**src/rtl/display_select.sv**
```systemverilog
// Debug display front-end: debounced mode button selects pc / aux / frozen pc for the display.
// Optional macro DISPLAY_SELECT_HALT_FREEZE_EN: show pc captured at halt while the CPU is halted.
module display_select #(
    parameter int unsigned DEBOUNCE_BITS = 16,
    parameter int unsigned BLINK_BITS    = 22
) (
    input  logic        clk,
    input  logic        reset,
    input  logic [13:0] pc,
    input  logic [13:0] aux,
    input  logic        halted,
    input  logic        button,
    output logic [13:0] disp_pc,
    output logic [3:0]  disp_dots
);

    typedef enum logic [1:0] {
        MODE_PC     = 2'd0,
        MODE_AUX    = 2'd1,
        MODE_FREEZE = 2'd2
    } mode_t;

    logic                     r_sync1;
    logic                     r_sync2;
    logic                     r_db;
    logic                     r_db_prev;
    logic [DEBOUNCE_BITS-1:0] r_db_cnt;
    logic [1:0]               r_warm;
    logic                     r_armed;
    logic [BLINK_BITS-1:0]    r_blink;
    logic [13:0]              r_freeze;
    mode_t                    r_mode;
    mode_t                    w_mode_next;
    logic                     w_press;
    logic                     w_enter_freeze;
    logic [13:0]              w_sel;

    always_ff @(posedge clk) begin
        if (reset) begin
            r_sync1 <= 1'b0;
            r_sync2 <= 1'b0;
        end else begin
            r_sync1 <= button;
            r_sync2 <= r_sync1;
        end
    end

    always_ff @(posedge clk) begin
        if (reset) begin
            r_db     <= 1'b0;
            r_db_cnt <= '0;
        end else if (r_sync2 == r_db) begin
            r_db_cnt <= '0;
        end else if (r_db_cnt == '1) begin
            r_db     <= r_sync2;
            r_db_cnt <= '0;
        end else begin
            r_db_cnt <= r_db_cnt + 1'b1;
        end
    end

    // Presses arm only once a genuine post-reset low has passed the synchronizer,
    // so a button held through reset cannot fire when reset releases.
    always_ff @(posedge clk) begin
        if (reset) begin
            r_warm    <= '0;
            r_armed   <= 1'b0;
            r_db_prev <= 1'b0;
        end else begin
            r_warm    <= {r_warm[0], 1'b1};
            r_db_prev <= r_db;
            if (r_warm[1] && !r_sync2) begin
                r_armed <= 1'b1;
            end
        end
    end

    assign w_press = r_db & ~r_db_prev & r_armed;

    always_ff @(posedge clk) begin
        if (reset) begin
            r_mode <= MODE_PC;
        end else begin
            r_mode <= w_mode_next;
        end
    end

    always_comb begin
        w_mode_next = r_mode;
        case (r_mode)
            MODE_PC:     if (w_press) w_mode_next = MODE_AUX;
            MODE_AUX:    if (w_press) w_mode_next = MODE_FREEZE;
            MODE_FREEZE: if (w_press) w_mode_next = MODE_PC;
            default:     w_mode_next = w_press ? MODE_AUX : MODE_PC;
        endcase
    end

    assign w_enter_freeze = (w_mode_next == MODE_FREEZE) && (r_mode != MODE_FREEZE);

    always_ff @(posedge clk) begin
        if (reset) begin
            r_freeze <= '0;
        end else if (w_enter_freeze) begin
            r_freeze <= pc;
        end
    end

    always_ff @(posedge clk) begin
        if (reset) begin
            r_blink <= '0;
        end else begin
            r_blink <= r_blink + 1'b1;
        end
    end

`ifdef DISPLAY_SELECT_HALT_FREEZE_EN
    logic        r_halted_prev;
    logic [13:0] r_halt_pc;
    logic        w_halt_rise;
    logic [13:0] w_halt_word;

    assign w_halt_rise = halted & ~r_halted_prev;
    // On the halt edge itself the register is still loading, so forward pc.
    assign w_halt_word = w_halt_rise ? pc : r_halt_pc;

    always_ff @(posedge clk) begin
        if (reset) begin
            r_halted_prev <= 1'b0;
            r_halt_pc     <= '0;
        end else begin
            r_halted_prev <= halted;
            if (w_halt_rise) begin
                r_halt_pc <= pc;
            end
        end
    end
`endif

    always_comb begin
        w_sel = pc;
        case (r_mode)
            MODE_PC:     w_sel = pc;
            MODE_AUX:    w_sel = aux;
            MODE_FREEZE: w_sel = r_freeze;
            default:     w_sel = pc;
        endcase
`ifdef DISPLAY_SELECT_HALT_FREEZE_EN
        if (halted) begin
            w_sel = w_halt_word;
        end
`endif
    end

    always_ff @(posedge clk) begin
        if (reset) begin
            disp_pc   <= '0;
            disp_dots <= '0;
        end else begin
            disp_pc   <= w_sel;
            disp_dots <= {r_blink[BLINK_BITS-1], halted, r_mode};
        end
    end

endmodule

```
**config.mk**
```make
export PLATFORM = sky130hd
export DESIGN_NAME = display_select
export DESIGN_NICKNAME = d
export VERILOG_FILES = /design/src/rtl/display_select.sv
export SDC_FILE = /design/constraint.sdc
export NUM_CORES = 1
export LEC_CHECK = 0
export ABC_AREA = 1
export CORE_MARGIN = 2
export CORE_UTILIZATION = 29
export DETAILED_ROUTE_END_ITERATION = 16
export GPL_ROUTABILITY_DRIVEN = 0
export SLEW_MARGIN = 20
export SYNTH_ARGS = -nofsm -noshare
export SYNTH_HDL_FRONTEND = slang
export SYNTH_SLANG_ARGS = --single-unit
```
**constraint.sdc**
```tcl
create_clock -name clk -period 3.01 [get_ports clk]
set_clock_uncertainty 0.15 [all_clocks]
set_input_delay 0.4515 -clock clk [delete_from_list [all_inputs] [get_ports clk]]
set_output_delay 0.4515 -clock clk [all_outputs]
set_load 0.02 [all_outputs]
```
* Yosys cells after proc, flatten, opt, wreduce, memory -nomap -nowiden
Index checks and enable logic that the tools add are counted.
** Cells by class
- Reductions and logical operators :: 6
- Muxes and demuxes :: 7
- Equal/unequal tests :: 6
- Bitwise operators :: 4
- $add $sub $neg :: 2
** Operators with widths (count)
- one-hot mux 14 bit (2 select lines) :: 1
- adder 22 x 1 -> 22 bit, second input constant :: 1
- adder 16 x 1 -> 16 bit, second input constant :: 1
- == test 16 bit, second input constant :: 1
- 2-to-1 mux 2 bit :: 3
- one-hot mux 2 bit (3 select lines) :: 1
- == test 2 bit, second input constant :: 2
- OR reduction 3 bit :: 1
- bitwise AND 1 bit :: 2
- == test 2 x 1 -> 1 bit, second input constant :: 1
- logical AND 1 bit :: 2
- zero test 2 bit :: 1
- 2-to-1 mux 1 bit :: 2
- inequality test 2 bit, second input constant :: 1
- inverter 1 bit :: 2
- AND reduction 2 bit :: 1
- == test 1 bit :: 1
- zero test 1 bit :: 1
** Storage, ports and cells
- Word-level logic and storage cells :: 38
- Bits of input ports :: 32
- Flip-flop bits (word level) :: 79

* Depth between registers and ports, before layout
- Word-level depth :: 7
- Gate-level depth with buffers :: 12
- Mapped depth without buffers :: 11

* Least setup slack after synthesis
OpenSTA, ideal clock, no wires.
- Kind :: reg-to-reg
- From :: reg r_mode[0]
- To :: reg r_freeze[13]
- Clock period less this slack :: 1719 ps
- Setup slack :: 1291 ps
- Arrival :: 1505 ps
- Stages on the path, launching flop included :: 13
- Buffers on the path :: 1
- Library setup time :: 64 ps
- Path through :: dfxtp_1 -> inv_1 -> ha_1 -> inv_2 -> nand2_2 -> nand2_1 -> nand2_1 -> nand2_2 -> nand2_1 -> nor2_4 -> buf_6 -> nor2_1 -> nor2_1
** On the way
- Longest elaborated chain between the ends :: 4
- Elaborated cells between the ends (all ways) :: 10
** Ends and longest elaborated chain
- from (decl) :: RTL line 32 : mode_t r_mode;
- from (signal assigned) :: RTL line 84 : r_mode <= w_mode_next;
- == test 2 bit (tied with other cells) :: RTL line 90 : case (r_mode)
- one-hot mux 2 bit (3 select lines) :: RTL line 90
- == test 2 bit :: RTL line 98 : assign w_enter_freeze = (w_mode_next == MODE_FREEZE) && (r_mode != MODE_FREEZE);
- logical AND 1 bit (*) :: RTL line 98
- to (signal assigned) :: RTL line 104 : r_freeze <= pc;
- to (decl) :: RTL line 31 : logic [13:0] r_freeze;
Mark *: on every way between the ends. The rest lies on a longest branch, timed or not.
A chain may end at the register's enable or synchronous reset.

* Worst setup path in the final report
- From :: reg r_mode[0]
- To :: reg r_freeze[1]
Same word-level chain as after synthesis.

==> out/results.md <==
• die outline area: 13100 um^2
• # nets final: 585
• Slew Viols, Final: 0
• Final Routed Wirelength: 7.75 mm
• mean cell area of the mapped netlist: 7.06 um^2
• net count after synthesis: 538
• area inside the core boundary: 12000 um^2
• endpoint arrival time on the critical path: 2.58 ns
• instance count along the most critical hold path: 2
• initial antenna violation count: 0
• initial standard-cell utilization of the core: 0.295
• cell repeated most along the worst path: sky130_fd_sc_hd__nand2_1
• Internal Dissipation: 0.00196 W
• final clock period utilization by the worst path: 0.820
• number of design-rule violations left by the first detailed-router iteration: 133
• Hold WC Path Type: flip-flop to flip-flop
• source-to-sink clock delay at the later pin of the worst-skew pair: 0.33 ns
• logic depth of the worst setup path including buffers: 11
• register area: 1580 um^2
• floorplan die height: 114 um
• sw power: 0.000469 W
• share of total power in the clock network: 0.503
• data required time at the worst endpoint: 3.12 ns
• RSZ-0062 raised after global routing: false
• utilization of the core after routing: 0.375
• EDFF count, synth: 0
• overall power of the completed layout: 0.00243 W
• top post-synthesis cells by area: sky130_fd_sc_hd__dfxtp_1 45%, sky130_fd_sc_hd__nor2_1 11%, sky130_fd_sc_hd__nand2_1 9.9%
• number of setup violations in the final report: 0
• proportion of register bits with asynchronous set or reset after synthesis: 0
• post-route setup TNS: 0 ns
• result of the run: completed
• sw frac: 0.193
• Crit. End Element: flip-flop
• number of hold buffers added after CTS: 0
• leakage power total: 1.83 nW
• number of setup buffers added after CTS: 0
• top post-synthesis cells by count: 99 x sky130_fd_sc_hd__nor2_1, 93 x sky130_fd_sc_hd__nand2_1, 79 x sky130_fd_sc_hd__dfxtp_1, 72 x sky130_fd_sc_hd__inv_1, 33 x sky130_fd_sc_hd__a21oi_1
• fraction of layout cells with a size suffix above 1: 0.0436
• maximum single-stage delay on the critical path: 0.43 ns
• diode insertion count for antenna repair: 0
• buffers added on ports: 49
• CTS tree: done
• number of cells on the worst reg-to-reg path: 11
• total iterations of the first detailed-routing run: 5
• Area growth, synth to finish: 27.0%
• Multi-input gate area: 1600 um^2
• sequential-to-total area share from yosys stat: 0.448
• mean number of vias per cell: 4.52
• kind of cell adding the most delay to the critical path: simple AND/OR/NAND/NOR gates
• library cell contributing the largest single delay on the critical path: sky130_fd_sc_hd__ha_1
• largest vdd supply drop: 0.278 mV
• Worst Path Buf+Inv: 2
• count of endpoints failing hold in the final timing report: 0
• dominant cell by count in the synthesized netlist: sky130_fd_sc_hd__nor2_1
• Crit Path Max Fanout: 16
• worst slew margin relative to its limit: 0.579
• WS Path Type: flip-flop to flip-flop
• number of levels in the clock H-tree: 3
• number of clock buffers inserted by TritonCTS: 9
• total global routing track utilization: 0.126
• Netlist cell types: 30
• power density over the cells: 541 nW/um^2
• antenna violation net count after detailed routing: 0
• Synthesis Warnings: 0
• post-layout min period: 2.47 ns
• count of filler cells inserted in the layout: 1254
• Avg WL per Cell: 11.1 um
• Yosys top cell area share: 0.448
• Clock transition at path regs: 0.05 ns
• hpwl dp: 5.71 mm
• synthesized instance count: 500
• flip-flop and latch count after synthesis: 79
• ys flop type: sky130_fd_sc_hd__dfxtp_1
• highest clock rate: 405 MHz
• vias in the first global route: 3111
• max-cap viol count: 0
• worst hold slack: 0.252 ns
• number of rows created at floorplan: 40
• die span in x: 114 um
• largest area contributor in the netlist: sky130_fd_sc_hd__dfxtp_1
• DRC viols: 0
• first-pass GRT wire length: 13.4 mm
• Post-CTS Resized: 0
• Num Clock Sinks: 79
• transition time at the pin with the least slew margin: 0.627 ns
• maximum number of pins on one net before global-route repair: 37
• sum of overflow across all layers after global routing: 0
• number of vias after detailed routing: 3148
• fraction of power consumed by sequential logic: 0.442
• crit start category: flip-flop
• Max Root-Sink Buffers: 2
• list of cells traversed by the critical path: inv_1 > ha_1 > inv_2 > nand2_2 > nand2_1 > nand2_1 > nand2_2 > nand2_1 > nor2_4 > nor2_1 > nor2_1
• Clk Tree Root Cell: sky130_fd_sc_hd__clkbuf_16
• number of placed I/O pins: 50
• power share of the combinational group: 0.055
• netlist area before placement: 3530 um^2
-- state kept, by name, indices dropped and copies added (netlist names) --
name       cells
disp_pc       14
r_db_prev      1
r_sync2        1
r_armed        1
disp_dots      4
r_db_cnt      16
r_warm         2
r_freeze      14
r_db           1
r_blink       22
r_sync1        1
r_mode         2
-- per-stage QoR --
step / cells / setup slack (ns) / cell area, um^2
floorplan: 500 / 1.29 / 3530
global placement: 683 / 0.683 / 4150
detailed placement: 683 / 0.520 / 4150
CTS: 697 / 0.509 / 4480
global route: 697 / 0.238 / 4480
finish: 697 / 0.541 / 4480
-- worst register-to-register path: stages, from the launching register on --
cell	delay (ns)
sky130_fd_sc_hd__dfxtp_1	0.35
sky130_fd_sc_hd__inv_1	0.10
sky130_fd_sc_hd__ha_1	0.43
sky130_fd_sc_hd__inv_2	0.31
sky130_fd_sc_hd__nand2_2	0.10
sky130_fd_sc_hd__nand2_1	0.08
sky130_fd_sc_hd__nand2_1	0.06
sky130_fd_sc_hd__nand2_2	0.21
sky130_fd_sc_hd__nand2_1	0.14
sky130_fd_sc_hd__nor2_4	0.28
sky130_fd_sc_hd__nor2_1	0.10
sky130_fd_sc_hd__nor2_1	0.12
-- cell usage in the layout, fill, tap and decap left out --
cell,netlist,final
sky130_fd_sc_hd__nor2_1,99,99
sky130_fd_sc_hd__nand2_1,93,93
sky130_fd_sc_hd__dfxtp_1,79,79
sky130_fd_sc_hd__inv_1,72,72
sky130_fd_sc_hd__clkdlybuf4s50_1,0,49
sky130_fd_sc_hd__a21oi_1,33,33
sky130_fd_sc_hd__o21ai_0,25,25
sky130_fd_sc_hd__nand4_1,19,19
sky130_fd_sc_hd__nand3_1,16,16
sky130_fd_sc_hd__a22o_1,14,14
sky130_fd_sc_hd__clkbuf_16,0,9
sky130_fd_sc_hd__nor3_1,6,6
sky130_fd_sc_hd__xor2_1,6,6
sky130_fd_sc_hd__ha_1,6,6
sky130_fd_sc_hd__bufinv_16,0,3
sky130_fd_sc_hd__clkinv_1,2,2
sky130_fd_sc_hd__nor2_2,2,2
sky130_fd_sc_hd__nand3b_1,2,2
sky130_fd_sc_hd__nand2_2,2,2
sky130_fd_sc_hd__buf_4,1,2
sky130_fd_sc_hd__a21o_1,1,1
sky130_fd_sc_hd__o21a_1,1,1
sky130_fd_sc_hd__xnor2_1,1,1
sky130_fd_sc_hd__or2_2,1,1
sky130_fd_sc_hd__inv_2,1,1
sky130_fd_sc_hd__nand3_2,1,1
sky130_fd_sc_hd__nor2_4,1,1
sky130_fd_sc_hd__o21bai_1,1,1
sky130_fd_sc_hd__and3_1,1,1
sky130_fd_sc_hd__clkbuf_8,0,1
sky130_fd_sc_hd__clkinv_2,0,1
-- kinds of logic after synthesis --
family,Yosys count,share of synthesized area
buffers and inverters,90,0.100
AOI/OAI and AO/OA,75,0.123
adders and majority gates,6,0.0213
DFF,79,0.448
xor gates and xnor gates,7,0.0174
and+or+nand+nor,243,0.290
-- layer usage --
layer  part of all wire  GRT usage  vias up  routed length, um
met5                  0          0        -                  0
met2               0.50      0.228       39               3840
li1                   -          -     1672                  -
met3              0.025     0.0212       10                196
met1               0.47      0.148     1427               3610
met4              0.013     0.0520        0                100
-- power by group through the flow --
stage / logic (W) / clock network (W) / registers (W)
after floorplan: 0.0000445 / 0 / 0.00111
after global placement: 0.000135 / 0 / 0.00109
after detailed placement: 0.000135 / 0 / 0.00110
after CTS: 0.000135 / 0.00125 / 0.00107
after global routing: 0.000147 / 0.00129 / 0.00107
final: 0.000134 / 0.00122 / 0.00107
-- cell type report --
class,count,area share
multi-input combinational,331,0.356
sequential,79,0.353
timing repair buffer,51,0.113
inverter,75,0.0628
clock buffer,10,0.0533
tap,147,0.0410
clock inverter,4,0.0212
-- final timing paths --
kind,startpoint,end,slack [ns]
worst max-delay path,r_mode[0],r_freeze[1],0.54
worst min-delay path,r_warm[0],r_warm[1],0.25
worst max register to register,r_mode[0],r_freeze[1],0.54
worst min register to register,r_warm[0],r_warm[1],0.25
No activity file was read; power rests on OpenSTA's default activity.
